File: src/rtl/io_pkg.sv
// io_pkg: register addresses, ctrl bit layout and ctrl-register helpers for the MMIO controller
package io_pkg;
  localparam logic [31:0] A_HEX   = 32'hF000_0000;
  localparam logic [31:0] A_LEDR  = 32'hF000_0004;
  localparam logic [31:0] A_LEDG  = 32'hF000_0008;
  localparam logic [31:0] A_KDATA = 32'hF000_0010;
  localparam logic [31:0] A_SDATA = 32'hF000_0014;
  localparam logic [31:0] A_TCNT  = 32'hF000_0020;
  localparam logic [31:0] A_TLIM  = 32'hF000_0024;
  localparam logic [31:0] A_KCTRL = 32'hF000_0110;
  localparam logic [31:0] A_SCTRL = 32'hF000_0114;
  localparam logic [31:0] A_TCTRL = 32'hF000_0120;
  localparam int CTRL_READY   = 0;
  localparam int CTRL_OVERRUN = 2;
  localparam int CTRL_IE      = 8;
  typedef struct packed {
    logic ie;
    logic ovr;
    logic rdy;
  } ctrl_t;
  // An event beats a same-cycle read clear; overrun only sets when ready would have stayed set.
  function automatic ctrl_t ctrl_next(ctrl_t c, logic ev, logic clr, logic wr, logic [31:0] wd);
    ctrl_t n;
    n.rdy = ev | (c.rdy & ~clr);
    n.ovr = (ev & c.rdy & ~clr) | (c.ovr & ~(wr & ~wd[CTRL_OVERRUN]));
    n.ie  = wr ? wd[CTRL_IE] : c.ie;
    return n;
  endfunction
  function automatic logic [31:0] ctrl_word(ctrl_t c);
    logic [31:0] r;
    r = '0;
    r[CTRL_READY]   = c.rdy;
    r[CTRL_OVERRUN] = c.ovr;
    r[CTRL_IE]      = c.ie;
    return r;
  endfunction
endpackage

File: src/rtl/io_sync_debounce.sv
// io_sync_debounce: two-flop synchroniser plus stability filter; commits a value once it has held STABLE_CYCLES clks
module io_sync_debounce #(
  parameter int WIDTH = 4,
  parameter int STABLE_CYCLES = 1
) (
  input  logic             clk,
  input  logic             reset,
  input  logic [WIDTH-1:0] din,
  output logic [WIDTH-1:0] value,
  output logic             change
);
  localparam int CW = $clog2(STABLE_CYCLES + 1);
  logic [WIDTH-1:0] s1, s2, last;
  logic [CW-1:0] cnt;
  logic [CW:0] run;
  // run is how many consecutive clks the synchronised value has held, counting this one
  always_comb run = (s2 == last) ? {1'b0, cnt} + 1'b1 : (CW+1)'(1);
  assign change = (s2 != value) && (run >= (CW+1)'(STABLE_CYCLES));
  // synchronise, track the run length (saturating) and commit on a qualified change
  always_ff @(posedge clk or posedge reset)
    if (reset) begin
      s1 <= '0;
      s2 <= '0;
      last <= '0;
      cnt <= '0;
      value <= '0;
    end else begin
      s1 <= din;
      s2 <= s1;
      last <= s2;
      cnt <= (run > (CW+1)'(STABLE_CYCLES)) ? CW'(STABLE_CYCLES) : run[CW-1:0];
      if (change) value <= s2;
    end
endmodule

File: src/rtl/mmio_io_controller.sv
// mmio_io_controller: memory-mapped HEX/LED outputs, debounced key/switch inputs and a programmable timer
module mmio_io_controller
  import io_pkg::*;
#(
  parameter int DBITS = 32,
  parameter int KEY_BITS = 4,
  parameter int SW_BITS = 10,
  parameter int LEDR_BITS = 10,
  parameter int LEDG_BITS = 8,
  parameter int HEX_BITS = 16,
  parameter int SW_DEBOUNCE_CYCLES = 100000,
  parameter int TIMER_TICK_CYCLES = 100000
) (
  input  logic                 clk,
  input  logic                 reset,
  input  logic [DBITS-1:0]     addr,
  input  logic                 we,
  input  logic                 re,
  input  logic [DBITS-1:0]     wdata,
  output logic [DBITS-1:0]     rdata,
  input  logic [KEY_BITS-1:0]  key_in,
  input  logic [SW_BITS-1:0]   sw_in,
  output logic [HEX_BITS-1:0]  hex_out,
  output logic [LEDR_BITS-1:0] ledr_out,
  output logic [LEDG_BITS-1:0] ledg_out,
  output logic                 intr
);
  localparam int PW = TIMER_TICK_CYCLES > 1 ? $clog2(TIMER_TICK_CYCLES) : 1;
  logic [DBITS-3:0] w;
  logic [KEY_BITS-1:0] kdata;
  logic [SW_BITS-1:0] sdata;
  logic k_chg, s_chg;
  ctrl_t kc, sc, tc;
  logic [DBITS-1:0] tcnt, tlim;
  logic [PW-1:0] presc;
  logic tick, wrap, t_ev, wr_tcnt, wr_tlim;
  assign w = addr[DBITS-1:2];
  assign wr_tcnt = we && w == A_TCNT[DBITS-1:2];
  assign wr_tlim = we && w == A_TLIM[DBITS-1:2];
  assign tick = presc == PW'(TIMER_TICK_CYCLES - 1);
  assign wrap = tlim != '0 && tcnt == tlim - 1'b1;
  assign t_ev = tick && wrap && !wr_tcnt && !wr_tlim;
  assign intr = (kc.rdy & kc.ie) | (sc.rdy & sc.ie) | (tc.rdy & tc.ie);
  io_sync_debounce #(.WIDTH(KEY_BITS), .STABLE_CYCLES(1)) u_key (
    .clk(clk), .reset(reset), .din(~key_in), .value(kdata), .change(k_chg)
  );
  io_sync_debounce #(.WIDTH(SW_BITS), .STABLE_CYCLES(SW_DEBOUNCE_CYCLES)) u_sw (
    .clk(clk), .reset(reset), .din(sw_in), .value(sdata), .change(s_chg)
  );
  // combinational read mux; anything unmapped reads as zero
  always_comb
    case (w)
      A_HEX[DBITS-1:2]:   rdata = DBITS'(hex_out);
      A_LEDR[DBITS-1:2]:  rdata = DBITS'(ledr_out);
      A_LEDG[DBITS-1:2]:  rdata = DBITS'(ledg_out);
      A_KDATA[DBITS-1:2]: rdata = DBITS'(kdata);
      A_SDATA[DBITS-1:2]: rdata = DBITS'(sdata);
      A_TCNT[DBITS-1:2]:  rdata = tcnt;
      A_TLIM[DBITS-1:2]:  rdata = tlim;
      A_KCTRL[DBITS-1:2]: rdata = DBITS'(ctrl_word(kc));
      A_SCTRL[DBITS-1:2]: rdata = DBITS'(ctrl_word(sc));
      A_TCTRL[DBITS-1:2]: rdata = DBITS'(ctrl_word(tc));
      default:            rdata = '0;
    endcase
  // CPU-writable display and LED registers
  always_ff @(posedge clk or posedge reset)
    if (reset) begin
      hex_out <= '0;
      ledr_out <= '0;
      ledg_out <= '0;
    end else begin
      if (we && w == A_HEX[DBITS-1:2]) hex_out <= wdata[HEX_BITS-1:0];
      if (we && w == A_LEDR[DBITS-1:2]) ledr_out <= wdata[LEDR_BITS-1:0];
      if (we && w == A_LEDG[DBITS-1:2]) ledg_out <= wdata[LEDG_BITS-1:0];
    end
  // per-device status/control: events set ready, data reads clear it, ctrl writes touch IE and overrun
  always_ff @(posedge clk or posedge reset)
    if (reset) begin
      kc <= '0;
      sc <= '0;
      tc <= '0;
    end else begin
      kc <= ctrl_next(kc, k_chg, re && w == A_KDATA[DBITS-1:2], we && w == A_KCTRL[DBITS-1:2], wdata);
      sc <= ctrl_next(sc, s_chg, re && w == A_SDATA[DBITS-1:2], we && w == A_SCTRL[DBITS-1:2], wdata);
      tc <= ctrl_next(tc, t_ev, re && w == A_TCNT[DBITS-1:2], we && w == A_TCTRL[DBITS-1:2], wdata);
    end
  // prescaler and timer counter; CPU writes take priority over a same-cycle tick
  always_ff @(posedge clk or posedge reset)
    if (reset) begin
      tcnt <= '0;
      tlim <= '0;
      presc <= '0;
    end else if (wr_tlim) begin
      tlim <= wdata;
      tcnt <= '0;
      presc <= '0;
    end else if (wr_tcnt) begin
      tcnt <= wdata;
      presc <= '0;
    end else begin
      presc <= tick ? '0 : presc + 1'b1;
      if (tick) tcnt <= wrap ? '0 : tcnt + 1'b1;
    end
endmodule

File: config.mk
export PLATFORM = sky130hd
export DESIGN_NAME = mmio_io_controller
export DESIGN_NICKNAME = d
export VERILOG_FILES = /design/src/rtl/io_pkg.sv /design/src/rtl/io_sync_debounce.sv /design/src/rtl/mmio_io_controller.sv
export SDC_FILE = /design/constraint.sdc
export NUM_CORES = 1
export LEC_CHECK = 0
export BUFFER_PORTS_ARGS = -buffer_cell sky130_fd_sc_hd__buf_2
export CAP_MARGIN = 20
export CORE_MARGIN = 1.5
export CORE_UTILIZATION = 40
export CTS_CLUSTER_DIAMETER = 200
export DETAILED_ROUTE_END_ITERATION = 16
export GPL_ROUTABILITY_DRIVEN = 0
export GPL_TIMING_DRIVEN = 0
export PLACE_DENSITY = 0.7
export REMOVE_ABC_BUFFERS = 1
export SYNTH_ARGS = -nofsm -noshare
export SYNTH_HDL_FRONTEND = slang
export SYNTH_SLANG_ARGS = --single-unit
File: constraint.sdc
create_clock -name clk -period 5.6 [get_ports clk]
set_input_delay 0.56 -clock clk [delete_from_list [all_inputs] [get_ports clk]]
set_output_delay 0.56 -clock clk [all_outputs]
set_load 0.02 [all_outputs]
==> results_dict.tcl <==
set metrics [dict create \
    outcome "finished clean" \
    port_buffers 146 \
    cts_max_path_buffers 2 \
    syn-cell-area_um2 10800 \
    p_leak_nw 6.05 \
    period_needed_ps 4310 \
    hp-start "sw_in[2]" \
    drive_above_1_share_pct 24.7 \
    insertion_delay_ps 460 \
    cp_data_arrival_time_ps 4680 \
    finalCritPeriodShare_pct 76.9 \
    worst_pin_slew_ps 942 \
    hpwl_um 20200 \
    holdPathStages 1 \
    maxCapViolCount 0 \
    antenna_left 0 \
    diodes 0 \
    pre_cts_ws_ps 1270 \
    ys.flop_type "dfrtp_1" \
    postSynthCellCount 1097 \
    fp.dieW_um 167 \
    ys_top_cells_by_area "dfrtp_1 45%, mux2_2 8.4%, xor2_1 4.1%, nand2_1 3.5%, xnor2_1 3.3%" \
    cpMaxStageDelayCell "nor4_1" \
    fin_ws_ps 1290 \
    crit_start "tlim[3]" \
    grt_usage_pct 20.6 \
    p_per_area_nw_per_um2 230 \
    fmax_mhz 232 \
    root_buffer "clkbuf_16" \
    grt_overflow 0 \
    fin_worst_skew_ps 20.7 \
    vias 8995 \
    fillCellCount 2488 \
    area_growth_pct 15.9 \
    cts_tree "done" \
    drt_wl_total_um 28200 \
    final_max_slew_viol_count 0 \
    cp_max_fo 33 \
    synth_enable_flop_cells 0 \
    top_layer "met4" \
    yosys.area.top_type "dfrtp_1" \
    vdd_ir_drop_max_uv 141 \
    avgRoutedWirePerCell_um 18.3 \
    path_clk_slew_ps 90 \
    fin_setup_tns_ps 0 \
    grt_pass1_vias 8671 \
    yosysWarnings 0 \
    synth_top_cell_area_share_pct 44.8 \
    hold_viol 0 \
    numClockSinks 193 \
    crit_family "simple AND/OR/NAND/NOR gates" \
    fp.dieH_um 167 \
    route.met3.wl_um 1810 \
    max_stage_delay_ps 850 \
    numCtsBuffers 17 \
    cts_setup_buffers 0 \
    synth_cell_types 68 \
    r2r_cells 9 \
    first_pass_iters 8 \
    cts.repair.resized 0 \
    ctsHoldBuffers 0 \
    nets 1277 \
    via_per_inst 5.84 \
    synth-seq-cells 193 \
    routed-wl-met2_um 13400 \
    grt_start_max_net_pins 100 \
    htree_levels 4 \
    initial_core_util_pct 41.0 \
    max_slew_margin_pct 37.1 \
    grt_pass1_wl_um 46400 \
    yosysSeqAreaShare_pct 44.8 \
    min_path_type "in2reg" \
    ios 149 \
    required_ps 5980 \
    end_kind "register" \
    rsz0062_at_grt "false" \
    rr_startpoint "tlim[3]" \
    drcViolationCount 0 \
    crit_path_start_kind "register" \
    crit_buf_inv 0 \
    critPathKind "reg2reg" \
    drt_iter0_markers 815 \
    core_area_um2 26300 \
    synth-async-reset-ratio_pct 100 \
    cp.depth 9 \
    finalSetupViolCount 0 \
    crit_chain "nor4_1, nand4_1, nor3_2, o21ba_1, or4_1, nor4_2, nand4_2, or3_1, o21ai_2" \
    fp-row-count 59 \
    synth.avg_cell_area_um2 9.82 \
    antenna_found_initial 0 \
    wl_met1_um 12600 \
    dieArea_um2 27900 \
]
cells in the mapped netlist, types with 3 or more instances:
master	number
o311ai_0	4
nand2b_1	11
dfrtp_1	193
inv_1	25
a222oi_1	19
a21oi_1	16
a32oi_1	26
nor4b_1	4
buf_1	7
o21ai_0	48
nand3_1	45
nor2b_1	10
mux2_2	80
and2_1	3
nor3_2	3
nor2_1	65
clkbuf_1	72
nand4b_1	3
or2_2	10
a31oi_1	7
o211ai_1	3
and3_1	36
ha_1	4
mux2i_1	15
a211oi_1	4
nor4_2	3
xor2_1	51
nor4_1	43
nand4_1	19
a22oi_1	11
nand2_1	100
a21o_1	6
or4_1	12
a22o_1	16
and4_1	3
nor3_1	16
or3_1	9
nand3b_1	12
xnor2_1	40
nor3b_1	7
report_power, final:
part           internal [W]  total [W]  switching (W)
sequential          0.00141    0.00142      0.0000108
clock              0.000648    0.00135       0.000704
combinational     0.0000344  0.0000942      0.0000598
flip-flops by register name, indices dropped and copies added (netlist names):
| signal | flops |
|---|---|
| hex_out | 16 |
| kc | 3 |
| ledg_out | 8 |
| ledr_out | 10 |
| presc | 17 |
| sc | 3 |
| tc | 3 |
| tcnt | 32 |
| tlim | 32 |
| u_key.s1 | 4 |
| u_key.s2 | 4 |
| u_key.value | 4 |
| u_sw.cnt | 17 |
| u_sw.last | 10 |
| u_sw.s1 | 10 |
| u_sw.s2 | 10 |
| u_sw.value | 10 |
worst reg2reg max path, cell delays in order (launching register included):
cell	delay, ps
dfrtp_1	500
nor4_1	850
nand4_1	340
nor3_2	260
o21ba_1	180
or4_1	430
nor4_2	180
nand4_2	700
or3_1	660
o21ai_2	120
path summary, 6_finish.rpt:
path | to | slack [ps]
setup / recovery | tc[1] | 1290
setup reg to reg | tc[1] | 1290
hold reg to reg | u_key.s2[0] | 350
hold / removal | u_sw.s1[2] | 200
max in group asynchronous | tcnt[11] | 4420
min in group asynchronous | u_sw.s1[9] | 210
per-stage QoR:
stage | instance area [µm²] | util, % | total power [W] | hold slack, ps | cells
floorplan | 10500 | - | 0.00148 | 331 | 1015
global placement | 11600 | 44.2 | 0.00154 | 333 | 1496
detailed placement | 11800 | 45.0 | 0.00154 | 335 | 1507
CTS | 12500 | 47.5 | 0.00289 | 195 | 1539
global route | 12500 | 47.5 | 0.00297 | 182 | 1539
finish | 12500 | 47.5 | 0.00287 | 202 | 1539
layout make-up:
type / instances / area (µm²) / share of cell area, %
Clock inverter: 15 / 240 / 1.92
Multi-Input combinational cell: 797 / 5550 / 44.5
Timing Repair Buffer: 157 / 918 / 7.36
Clock buffer: 17 / 425 / 3.41
Sequential cell: 193 / 4830 / 38.7
Inverter: 25 / 101 / 0.812
Tap cell: 335 / 419 / 3.36
placed cells by master (no fill, tap or decap), drive strengths merged, types with 26 or more instances in the layout:
cell type	instances
buf	157
a32oi	26
inv	37
dfrtp	193
nand2	100
nor2	65
nand3	45
and3	36
o21ai	50
xnor2	40
nor4	46
xor2	51
mux2	80
kinds of logic (layout without fill, tap and decap cells):
group                      count (synthesis)  in the layout  share of synthesized area (%)
xor gates and xnor gates                  91             91                           7.40
buffers and inverters                    107            214                           3.82
DFF                                      193            193                           44.8
adders and majority gates                  4              4                          0.465
muxes                                     95             95                           9.76
and+or+nand+nor                          424            424                           21.4
AOI/OAI and AO/OA                        183            183                           12.4
per-layer routing:
layer	vias to the layer above	GRT usage (%)
met5	-	0
met4	0	4.66
li1	4229	-
met1	4438	28.2
met2	305	33.4
met3	23	4.47
Power figures use the tool's default switching activity.
